### src/rtl/apb_bridge_pkg.sv
`default_nettype none
// ============================================================================
// Module   : apb_bridge_pkg
// Brief    : Shared state encodings, HTRANS codes and widths for the bridge.
// Revision : 1.0
// ============================================================================
package apb_bridge_pkg;

    localparam int ADDR_W_DEF = 32;
    localparam int DATA_W_DEF = 32;
    localparam int NSEL_DEF   = 3;

    localparam logic [1:0] HTRANS_IDLE   = 2'b00;
    localparam logic [1:0] HTRANS_BUSY   = 2'b01;
    localparam logic [1:0] HTRANS_NONSEQ = 2'b10;
    localparam logic [1:0] HTRANS_SEQ    = 2'b11;

    localparam logic [2:0] ST_IDLE     = 3'd0;
    localparam logic [2:0] ST_WWAIT    = 3'd1;
    localparam logic [2:0] ST_READ     = 3'd2;
    localparam logic [2:0] ST_WRITE    = 3'd3;
    localparam logic [2:0] ST_WRITEP   = 3'd4;
    localparam logic [2:0] ST_RENABLE  = 3'd5;
    localparam logic [2:0] ST_WENABLE  = 3'd6;
    localparam logic [2:0] ST_WENABLEP = 3'd7;

    typedef logic [2:0] apb_state_t;

endpackage
`default_nettype wire

### src/rtl/apb_fsm_controller.sv
`default_nettype none
// ============================================================================
// Module   : apb_fsm_controller
// Brief    : APB-side setup/enable sequencer of the AHB-to-APB bridge.
// Revision : 1.0
// ============================================================================
module apb_fsm_controller
    import apb_bridge_pkg::*;
#(
    parameter int ADDR_W = ADDR_W_DEF,
    parameter int DATA_W = DATA_W_DEF,
    parameter int NSEL   = NSEL_DEF
) (
    input  logic              Hclk,
    input  logic              Hresetn,
    input  logic              valid,
    input  logic [ADDR_W-1:0] Haddr,
    input  logic [ADDR_W-1:0] Haddr1,
    input  logic [ADDR_W-1:0] Haddr2,
    input  logic [DATA_W-1:0] Hwdata,
    input  logic [DATA_W-1:0] Hwdata1,
    input  logic              Hwrite,
    input  logic              Hwritereg,
    input  logic [NSEL-1:0]   tempselx,
    output logic [NSEL-1:0]   Pselx,
    output logic              Penable,
    output logic              Pwrite,
    output logic [ADDR_W-1:0] Paddr,
    output logic [DATA_W-1:0] Pwdata,
    output logic              Hreadyout
);

    apb_state_t        state_q, state_d;
    logic [NSEL-1:0]   pselx_q, pselx_d;
    logic              penable_q, penable_d;
    logic              pwrite_q, pwrite_d;
    logic [ADDR_W-1:0] paddr_q, paddr_d;
    logic [DATA_W-1:0] pwdata_q, pwdata_d;
    logic              hreadyout_q, hreadyout_d;

    always_comb begin
        state_d = state_q;
        case (state_q)
            ST_IDLE: begin
                if (valid) state_d = Hwrite ? ST_WWAIT : ST_READ;
            end
            ST_WWAIT:    state_d = valid ? ST_WRITEP : ST_WRITE;
            ST_READ:     state_d = ST_RENABLE;
            ST_WRITE:    state_d = valid ? ST_WENABLEP : ST_WENABLE;
            ST_WRITEP:   state_d = ST_WENABLEP;
            ST_RENABLE,
            ST_WENABLE: begin
                if (!valid)      state_d = ST_IDLE;
                else if (Hwrite) state_d = ST_WWAIT;
                else             state_d = ST_READ;
            end
            ST_WENABLEP: begin
                if (!Hwritereg)  state_d = ST_READ;
                else if (valid)  state_d = ST_WRITEP;
                else             state_d = ST_WRITE;
            end
            default:     state_d = ST_IDLE;
        endcase
    end

    // Outputs are computed for the state being entered, so they appear
    // together with the new state one cycle after the decision.
    always_comb begin
        pselx_d     = pselx_q;
        penable_d   = 1'b0;
        pwrite_d    = pwrite_q;
        paddr_d     = paddr_q;
        pwdata_d    = pwdata_q;
        hreadyout_d = 1'b1;
        case (state_d)
            ST_IDLE,
            ST_WWAIT: begin
                pselx_d = '0;
            end
            ST_READ: begin
                pselx_d     = tempselx;
                pwrite_d    = 1'b0;
                paddr_d     = Haddr;
                hreadyout_d = 1'b0;
            end
            ST_WRITE,
            ST_WRITEP: begin
                pselx_d  = tempselx;
                pwrite_d = 1'b1;
                // Coming out of a pipelined enable, the address/data pair
                // of this beat has slipped one more stage down the pipe.
                if (state_q == ST_WENABLEP) begin
                    paddr_d  = Haddr2;
                    pwdata_d = Hwdata1;
                end else begin
                    paddr_d  = Haddr1;
                    pwdata_d = Hwdata;
                end
                hreadyout_d = (state_d != ST_WRITEP);
            end
            default: begin
                penable_d = 1'b1;
            end
        endcase
    end

    always_ff @(posedge Hclk or negedge Hresetn) begin
        if (!Hresetn) begin
            state_q     <= ST_IDLE;
            pselx_q     <= '0;
            penable_q   <= 1'b0;
            pwrite_q    <= 1'b0;
            paddr_q     <= '0;
            pwdata_q    <= '0;
            hreadyout_q <= 1'b1;
        end else begin
            state_q     <= state_d;
            pselx_q     <= pselx_d;
            penable_q   <= penable_d;
            pwrite_q    <= pwrite_d;
            paddr_q     <= paddr_d;
            pwdata_q    <= pwdata_d;
            hreadyout_q <= hreadyout_d;
        end
    end

    assign Pselx     = pselx_q;
    assign Penable   = penable_q;
    assign Pwrite    = pwrite_q;
    assign Paddr     = paddr_q;
    assign Pwdata    = pwdata_q;
    assign Hreadyout = hreadyout_q;

endmodule
`default_nettype wire

### config.mk
export PLATFORM = sky130hd
export DESIGN_NAME = apb_fsm_controller
export DESIGN_NICKNAME = d
export VERILOG_FILES = /design/src/rtl/apb_bridge_pkg.sv /design/src/rtl/apb_fsm_controller.sv
export SDC_FILE = /design/constraint.sdc
export NUM_CORES = 1
export LEC_CHECK = 0
export ABC_AREA = 1
export CAP_MARGIN = 25
export CORE_MARGIN = 2
export CORE_UTILIZATION = 30
export DETAILED_ROUTE_END_ITERATION = 6
export GPL_TIMING_DRIVEN = 0
export PLACE_DENSITY = 0.63
export SYNTH_ARGS = -nofsm -noshare
export SYNTH_HDL_FRONTEND = slang
export SYNTH_SLANG_ARGS = --single-unit
### constraint.sdc
create_clock -name Hclk -period 3.15 [get_ports Hclk]
set_input_delay 0.945 -clock Hclk [delete_from_list [all_inputs] [get_ports Hclk]]
set_output_delay 0.945 -clock Hclk [all_outputs]
set_load 0.005 [all_outputs]
[After elaboration in Yosys (flattened, before gate mapping)]
Cells that the tools add are included.
Operators by class
  equal/unequal tests: 12
  mux-type cells: 14
  reduce and logical (&&, ||, !) cells: 9
Operators with widths (number)
  32-bit two-way mux: 2
  32-bit one-hot mux with 2 select lines: 1
  3-bit one-hot mux with 7 select lines: 1
  3-bit equality test (second input constant): 5
  3-bit by 2-bit equality test with 1-bit output (second input constant): 4
  3-bit two-way mux: 3
  3-bit by 1-bit equality test with 1-bit output (second input constant): 2
  3-bit zero test: 2
  3-bit one-hot mux with 2 select lines: 1
  2-bit OR reduction: 3
  5-bit OR reduction: 1
  2-bit two-way mux: 2
  1-bit one-hot mux with 2 select lines: 2
  2-bit nonzero test: 2
  3-bit != test (second input constant): 1
  3-bit OR reduction: 1
  1-bit two-way mux: 2
Storage, ports and cells
  register bits after elaboration: 73
  bits of input ports: 168
  output and inout port bits: 70
  logic and storage cells: 42

[Depth between registers and ports, before layout]
  depth in word-level cells: 6
  mapped depth: 12
  depth with buffers taken out: 10

[Worst setup path before layout]
OpenSTA, ideal clock, no wires.
  kind: input to register
  start: input valid
  end: register pwdata_q[23] (netlist: Pwdata[23])
  data arrival time: 1.873 ns
  data required time: 3.068 ns
  path slack: 1.195 ns
  stages on the path: 9
  path buffers: 2
  cell sequence: inv_2 -> nand2_1 -> nor2_1 -> a21oi_4 -> nand2_2 -> buf_4 -> buf_6 -> nor2_1 -> a31oi_1
Between the ends
  cells in the longest elaborated chain, start to end: 5
  elaborated cells on any way between the ends: 9
  classes of those cells: 2 x eq/ne; 6 x mux; 1 x reduce/logical
Ends and longest elaborated chain
  start, declared: RTL line apb_fsm_controller.sv:16  | input logic valid,
  3-bit two-way mux: RTL line apb_fsm_controller.sv:47, apb_fsm_controller.sv:59
  3-bit two-way mux: RTL line apb_fsm_controller.sv:58  | if (!Hwritereg) state_d = ST_READ;
  3-bit one-hot mux with 7 select lines *: RTL line apb_fsm_controller.sv:43  | case (state_q)
  3-bit by 2-bit equality test with 1-bit output or 3-bit equality test (tied branches): RTL line apb_fsm_controller.sv:75  | case (state_d)
  2-bit OR reduction *
  end signal, assigned: RTL line apb_fsm_controller.sv:122  | pwdata_q <= pwdata_d;
  end, declared: RTL line apb_fsm_controller.sv:38  | logic [DATA_W-1:0] pwdata_q, pwdata_d;
Every way passes the cells marked *; elsewhere a longest branch is shown, timed or not.
A chain may end at the register's enable or synchronous reset.

[Final worst setup path]
  start: input valid
  end: register pwdata_q[28] (netlist: Pwdata[28])
The elaborated chain is that of the path after synthesis.

==> summary.md <==
| Metric | Value |
|---|---|
| CTS tree | `yes` |
| PwrDens | `about 910 nW/um2` |
| Skew final | `about 0.006 ns` |
| Leak | `between 3 and 4 nW` |
| Post-synthesis sequential area ratio | `43.4%` |
| Worst min-delay path class | `in2async` |
| H-tree depth | `3` |
| Number of non-filler instances in the completed layout | `slightly above 1,000` |
| Hold-fix buffers, CTS | `0` |
| # diodes | `0` |
| Syn_nets | `760` |
| DR iter-0 viols | `245` |
| CP endpoint kind | `flip-flop` |
| #FFs+latches synth | `73` |
| Fin. Hold Viols | `0` |
| Crit path buf inv count | `4` |
| Via count | `4,888` |
| Fmax | `0.382 GHz` |
| Total congestion overflow | `0` |
| Drt drc | `0` |
| Cells after synthesis | `592` |
| Tot GR Track Use | `between 20% and 30%` |
| Final Cell Area | `roughly 7000 um2` |
| Via/cell ratio | `4.76` |
| Die Wd | `122 um` |
| Placed Area | `6830 um2` |
| WL per Instance | `15.3 um` |
| Final setup viols | `0` |
| Critical path's most frequent cell | `nor2_1` |
| Fin worst setup slack | `0.531 ns` |
| Number of cells after detailed placement | `1,010` |
| Ranking of synthesized cells by area | `dfrtp_1, nand2_1, nand3_1, a31oi_1, nand4_1` |
| Layout cells sized above 1 | `slightly above 7%` |
| Relative slew slack | `47.1%` |
| Worst EP required | `between 3 and 4 ns` |
| Sink Count | `73` |
| CTS Root Buffer Type | `clkbuf_16` |
| Final wirelength | `15,700 um` |
| Startpoint types | `input port` |
| Vias in the first global route | `4,818` |
| Antenna violations before repair | `0` |
| First-pass GRT wire length | `24,100 um` |
| Minimum clock period | `2.62 ns` |
| Post-CTS Setup Bufs | `0` |
| Row count | `43` |
| Initial core utilization | `30.6%` |
| Pins Over Slew Limit | `0` |
| Status | `finished clean` |
| CP delay by family, top | `buffers and inverters` |
| GP Congestion | `0.846` |
| Fin crit share | `83.1%` |
| Drt pass-1 iters | `6` |
| Unrepaired setup endpoints after global routing | `no` |
| Antenna-violating nets left | `0` |
| Synth warnings | `0` |
| Die ar. | `15,000 um2` |
| Syn Std Cell Area | `about 4200 um2` |
| Layout Nets | `slightly above 1,000` |
| VDD IR-drop max | `336 uV` |
| CP Max Fanout | `10` |
| Area of the core | `13,800 um2` |
| # IOs | `238` |
| Clock transition at path regs | `approximately 0.060 ns` |
| Mapped Avg Cell Area | `7.11 um2` |
| CP cell instances | `clkdlybuf4s50_1 > inv_2 > nand2_1 > nor2_1 > a21oi_4 > nand2_2 > buf_4 > buf_6 > nor2_1 > a31oi_1` |
| Pre-CTS WS | `0.164 ns` |
| HPWL Detailed | `11,900 um` |
| Worst-margin pin slew | `0.794 ns` |
| Arrival time worst endpoint | `2.83 ns` |
| Longest Clk Path Bufs | `2` |
| Crit path kind | `in2reg` |
| Clock Latency Late Sink | `~0.34 ns` |
| Area growth syn-to-layout | `69.3%` |
| Cell taking the most area after synthesis | `dfrtp_1` |
| Max-cap violation count | `0` |
| Chip height | `around 120 um` |
| Critical-path top delay cell | `clkdlybuf4s50_1` |
| Synth top area share | `42.8%` |
| Port Buffer Count | `237` |
| Largest net degree at the start of global routing | `67` |
| Post_cts resized | `0` |
| CTS buffer count | `9` |
| CP max stage delay | `approximately 0.65 ns` |
| Final core utilization | `around half` |
| Synth unique cells | `22` |
Yosys cell counts (all sizes together):
| cell type | n |
|---|---|
| nand2 | 216 |
| dfrtp | 72 |
| nand3 | 72 |
| nor2 | 41 |
| inv | 38 |
| o21ai | 35 |
| a31oi | 33 |
| nand4 | 32 |
| buf | 30 |
| clkbuf | 18 |
| a21oi | 4 |
| dfstp | 1 |
cells by family (layout without fill, tap and decap cells):
kind of cell	count (synthesis)	in the layout	share of synthesized area [%]
and+or+nand+nor	361	361	36.9
DFF	73	73	43.4
buffers and inverters	86	340	9.57
AOI/OAI and AO/OA	72	72	10.2
worst paths after layout:
kind / from / endpoint / slack (ns) / depth (start not counted)
setup reg to reg: state_q[1] / Pwdata[13] / 0.99 / 6
setup / recovery: valid / Pwdata[28] / 0.53 / 10
min in group Hclk: Pselx[1] / Pselx[1] / 0.48 / 2
hold reg to reg: Pselx[1] / Pselx[1] / 0.48 / 2
max in group asynchronous: Hresetn / Hreadyout / 2.10 / 2
hold / removal: Hresetn / Paddr[9] / 0.43 / 1
per-layer routing:
layer	global-route usage (%)	share of wire, %
met1	24.9	41
met2	35.8	47
met3	5.95	10
met4	6.82	1.3
met5	0	0
registers in the layout, summed over array words and instances, names as in the netlist:
signal	flops
Hreadyout	1
Paddr	32
Penable	1
Pselx	3
Pwdata	32
Pwrite	1
state_q	3
area by class of cell:
cell class / instances / area, um2
timing repair buffer: 238 / 2400
buffer: 48 / 260
fill: 1388 / 6640
inverter: 38 / 143
sequential: 73 / 1830
clock inverter: 6 / 57.6
multi-input combinational: 433 / 1980
clock buffer: 10 / 239
tap: 180 / 225
report_power, final:
group          switching (mW)  total, mW  leakage (nW)  internal (mW)
logic                    2.04       3.80          2.33           1.75
clock network           0.395       1.02         0.148          0.629
registers               0.243       1.67         0.860           1.43
worst register-to-register path, stage by stage, from the launching register on:
cell	delay [ns]
dfrtp_1	0.35
buf_4	0.18
nand3_2	0.19
clkbuf_1	0.64
clkbuf_1	0.42
nand2_1	0.10
a31oi_1	0.20
placed cells by master (no fill, tap or decap):
cell type,instances
clkdlybuf4s50_1,236
buf_6,4
a21oi_4,2
inv_1,35
clkbuf_16,9
nor2_1,39
bufinv_16,1
clkbuf_1,18
clkinv_2,4
clkbuf_8,1
dfrtp_1,72
inv_2,3
clkinvlp_4,1
nand3_1,71
o21ai_0,35
nor2_4,1
dfstp_2,1
buf_4,8
buf_2,19
nand2_4,1
a21oi_2,1
nand3_2,1
nand2_1,213
nor2_2,1
a31oi_1,33
nand4_1,32
a21oi_1,1
buf_16,1
nand2_2,2
through the flow:
| step | hold WS [ns] | power (mW) | TNS (ns) |
|---|---|---|---|
| detailed placement | 0.471 | 5.52 | 0 |
| global placement | 0.467 | 5.46 | -108.05 |
| finish | 0.432 | 6.49 | 0 |
| global route | 0.424 | 7.09 | 0 |
| floorplan | 0.472 | 3.73 | 0 |
| CTS | 0.425 | 6.58 | 0 |
(Power assumes the default switching activity.)
==> RTL change 1, RTL diff (config.mk and constraints unchanged) <==
`ADDR_W_DEF`: 32 -> 36.
--- a/src/rtl/apb_bridge_pkg.sv
+++ b/src/rtl/apb_bridge_pkg.sv
@@ -6,7 +6,7 @@
 // ============================================================================
 package apb_bridge_pkg;
 
-    localparam int ADDR_W_DEF = 32;
+    localparam int ADDR_W_DEF = 36;
     localparam int DATA_W_DEF = 32;
     localparam int NSEL_DEF   = 3;
 
Ports: changed (resized Haddr, Haddr1, Haddr2 and Paddr); port bits go from 238 to 254. The function was not compared with the original's and may differ.
==> RTL change 1 against the unedited design <==
- total power increased by 4.7%
- cell area grew 4.5%
- core utilization is 0.29 points lower
- sequential cell count grew 4
- routed wire length is 6.1% higher
- setup slack improved by 0.30 ns
- area after synthesis grew 4.8%
- critical path type unchanged
==> RTL change 1: results (changes against the unedited design) <==
[place]
place_congestion = 0.795  ; -6.0%
place_worst_setup_slack_ns = 0.463  ; +0.299 ns
dpl-instance-area_sq_mm = 0.00719  ; +5.3%
port-buffer-count = 252  ; +6.3%

[final_layout]
finalNetCount = 1089  ; +7.9%
signal_buffer_area_fraction = 0.378  ; +0.00528
nonclk_inv_count = 7  ; -82%
layout.filler_cells = 1468  ; +5.8%
multi_input_logic_portion_of_the_cell_area = 0.294  ; +0.0161
seq-cell-share = 0.259  ; +0.00228
multi_input_gates = 507  ; +17%
clkbuf_count = 16  ; +6

[critical_path]
rr_worst_depth = 8  ; +2
worst_ep_arrival_time_ns = 2.59  ; -0.24 ns
r2r_slack_ns = 1.27  ; +0.28 ns
endpoint = Paddr[5]$_DFFE_PN0P_
crit_path_max_incr_delay_ns = 0.47  ; -0.18 ns

[logic_synthesis]
syn-num-nets = 825  ; +8.6%
synth-seq-area-share = 0.437  ; +0.00262
netlist-cell-type-count = 18  ; -18%
synth_compound_gate_area_share = 0.0513  ; -0.0503
synth_top_cells_by_count = 275 x sky130_fd_sc_hd__nand2_1, 147 x sky130_fd_sc_hd__nand3_1, 76 x sky130_fd_sc_hd__dfrtp_1
syn-mean-instance-area_sq_um = 6.85  ; -3.8%
synth.top_cells.by_area = sky130_fd_sc_hd__dfrtp_1 43%, sky130_fd_sc_hd__nand2_1 23%, sky130_fd_sc_hd__nand3_1 17%
synth-seq-cells = 77  ; +5.5%

[pwr]
leakage_dissipation_nw = 3.50  ; +4.8%
clockNetworkPower_mw = 0.953  ; -7%
sequentialPowerShare = 0.259  ; about the same
vdd_drop_max_uv = 422  ; +26%

[global_routing]
global_route.usage.total = 0.211  ; +0.00343
grt.met3_usage = 0.0535  ; -0.00599
grt_met1_usage = 0.264  ; +0.0147
global_route_wire_length_before_repair_mm = 26.6  ; +10%
via_count_of_the_first_global_routing_pass = 5138  ; +6.6%
grt_start_max_net_pins = 47  ; -30%

[worst_hold_path]
worst_hold_path_type = reg2reg

[routing]
met2_wl_post_dr_mm = 8.06  ; +8.2%
initialDrtViolationCount = 264  ; +7.8%
route.final.wire_length_mm = 16.7  ; +6.1%
route.met3.wl_mm = 1.16  ; -26%
avgViaCountPerCell = 4.80  ; +0.71%
number_of_optimization_iterations_in_the_first_detailed_route_pass = 4  ; -2
wl_met1_mm = 7.23  ; +11%

[timing]
skew_ns = 0.00539  ; -0.000500 ns
layout_worst_path_cycle_share = 0.737  ; -0.0944

[status]
outcome = complete, no violations

[RTL change 1: cell count changes after synthesis, moves of 4 or more]
cell	change
sky130_fd_sc_hd__buf_4	-5
sky130_fd_sc_hd__nand4_1	-32
sky130_fd_sc_hd__buf_2	+5
sky130_fd_sc_hd__nand2_1	+62
sky130_fd_sc_hd__nor2_1	+4
sky130_fd_sc_hd__buf_1	+4
sky130_fd_sc_hd__nand3_1	+76
sky130_fd_sc_hd__inv_1	-30
sky130_fd_sc_hd__dfrtp_1	+4
sky130_fd_sc_hd__o21ai_0	-32
[RTL change 1: per-stage QoR]
step	std cells	power, mW	hold slack (ns)	util
CTS	1098	6.91	0.499	0.515
floorplan	645	3.97	0.472	-
global placement	1081	5.87	0.464	0.495
detailed placement	1082	5.92	0.485	0.497
finish	1098	6.80	0.495	0.515
global route	1098	7.40	0.528	0.515
[RTL change 1: logic make-up after synthesis]
logic type      after synthesis
simple gates                470
compound gates               37
flops                        77
buf+inv                      61
==> RTL change 2, RTL diff (same settings) <==
Made on the original files. Take the reset off `paddr_q` and `pwdata_q` and load them in a clocked block of their own.
--- a/src/rtl/apb_fsm_controller.sv
+++ b/src/rtl/apb_fsm_controller.sv
@@ -110,18 +110,19 @@
             pselx_q     <= '0;
             penable_q   <= 1'b0;
             pwrite_q    <= 1'b0;
-            paddr_q     <= '0;
-            pwdata_q    <= '0;
             hreadyout_q <= 1'b1;
         end else begin
             state_q     <= state_d;
             pselx_q     <= pselx_d;
             penable_q   <= penable_d;
             pwrite_q    <= pwrite_d;
-            paddr_q     <= paddr_d;
-            pwdata_q    <= pwdata_d;
             hreadyout_q <= hreadyout_d;
         end
+    end
+
+    always_ff @(posedge Hclk) begin
+        paddr_q  <= paddr_d;
+        pwdata_q <= pwdata_d;
     end
 
     assign Pselx     = pselx_q;
Formal check against the unedited RTL: not equivalent (Yosys sat finds a counterexample within 4 cycles, from zero or initial values and one cycle with Hresetn low).
==> RTL change 2 against the unedited design <==
- clock power shrank 13%
- sequential cell count is the same
- combinational power shrank 33%
- core utilization grew 3.4 points
- cell area shrank 11%
- hold slack gained 0.052 ns
- routed wire length shrank 21%
- setup slack lost 0.30 ns
- area after synthesis shrank 16%
- total power shrank 18%
- cell count shrank 24%
- critical path type unchanged
- critical endpoint is now Paddr[24]$_DFFE_PP_
- largest power group unchanged
==> RTL change 2: results (changes against the unedited design) <==
[timing]
worst_slew_pin_slew_ns = 0.934  ; +0.140 ns

[global_routing]
grt_met1_usage = 0.219  ; -0.0297
via_count_of_the_first_global_routing_pass = 3683  ; -24%
global_route_wire_length_before_repair_mm = 19.1  ; -21%
grt.met3_usage = 0.0481  ; -0.0114
use_met2 = 0.349  ; -0.00934
grt_start_max_net_pins = 42  ; -37%

[critical_path]
critical-path-slowest-cell = sky130_fd_sc_hd__nand2_2
rr_worst_depth = 7  ; +1
worst-path-max-fanout = 36  ; +26

[status]
outcome = complete, no violations

[final_layout]
seq-cell-share = 0.340  ; +0.0834
signal_buffer_area_fraction = 0.397  ; +0.0242
drive_gt1_frac = 0.0728  ; +0.000681
clkbuf_count = 11  ; +1
finalNetCount = 798  ; -21%
layout.filler_cells = 1066  ; -23%
multi_input_logic_portion_of_the_cell_area = 0.191  ; -0.0868

[worst_hold_path]
worst_hold_path_type = reg2reg

[logic_synthesis]
synth.top_cells.by_area = sky130_fd_sc_hd__edfxtp_1 54%, sky130_fd_sc_hd__nand2_1 20%, sky130_fd_sc_hd__a31oi_1 5.7%
synth_top_flop_cell = sky130_fd_sc_hd__edfxtp_1
netlist-cell-type-count = 24  ; +9.1%
synth-seq-area-share = 0.608  ; +0.174
post_synth_edffs = 64  ; +64
asyncSetResetFlopFracSynth = 0.123  ; -0.877
synthesized_instance_count = 382  ; -35%
synth_compound_gate_area_share = 0.0726  ; -0.0290
synth_top_cells_by_count = 184 x sky130_fd_sc_hd__nand2_1, 64 x sky130_fd_sc_hd__edfxtp_1, 37 x sky130_fd_sc_hd__nor2_1
syn-num-nets = 550  ; -28%

[routing]
initialDrtViolationCount = 148  ; -40%
wl_met1_mm = 4.70  ; -28%
route.met3.wl_um = 983  ; -38%
number_of_optimization_iterations_in_the_first_detailed_route_pass = 4  ; -2
wl_per_cell_um = 16.1  ; +4.9%

[floorplan]
nWellTaps = 143  ; -21%

[pwr]
sequentialPowerShare = 0.354  ; +0.096
leakage_dissipation_nw = 2.54  ; -24%

[place]
dpl-instance-area_sq_mm = 0.00608  ; -11%
place_congestion = 0.856  ; +1.2%
place_worst_setup_slack_ns = -0.168  ; -0.332 ns
place.detailed.instances = 762  ; -25%

## RTL change 2: critical path, delay by kind of cell
| family | cells | cell delay, ns |
|---|---|---|
| AO/OA/AOI/OAI | 1 | 0.23 |
| AND/OR/NAND/NOR | 4 | 0.96 |
| buffers and inverters | 2 | 0.71 |
## RTL change 2: final timing paths
kind	startpoint	slack (ns)	end
setup / recovery	valid	0.23	Paddr[24]$_DFFE_PP_
hold / removal	Pselx[2]$_DFFE_PN0P_	0.48	Pselx[2]$_DFFE_PN0P_
setup reg to reg	state_q[1]$_DFF_PN0_	0.84	Paddr[25]$_DFFE_PP_
hold reg to reg	Pselx[2]$_DFFE_PN0P_	0.48	Pselx[2]$_DFFE_PN0P_
max in group asynchronous	Hresetn	1.93	Hreadyout$_DFF_PN1_
min in group asynchronous	Hresetn	0.91	state_q[2]$_DFF_PN0_
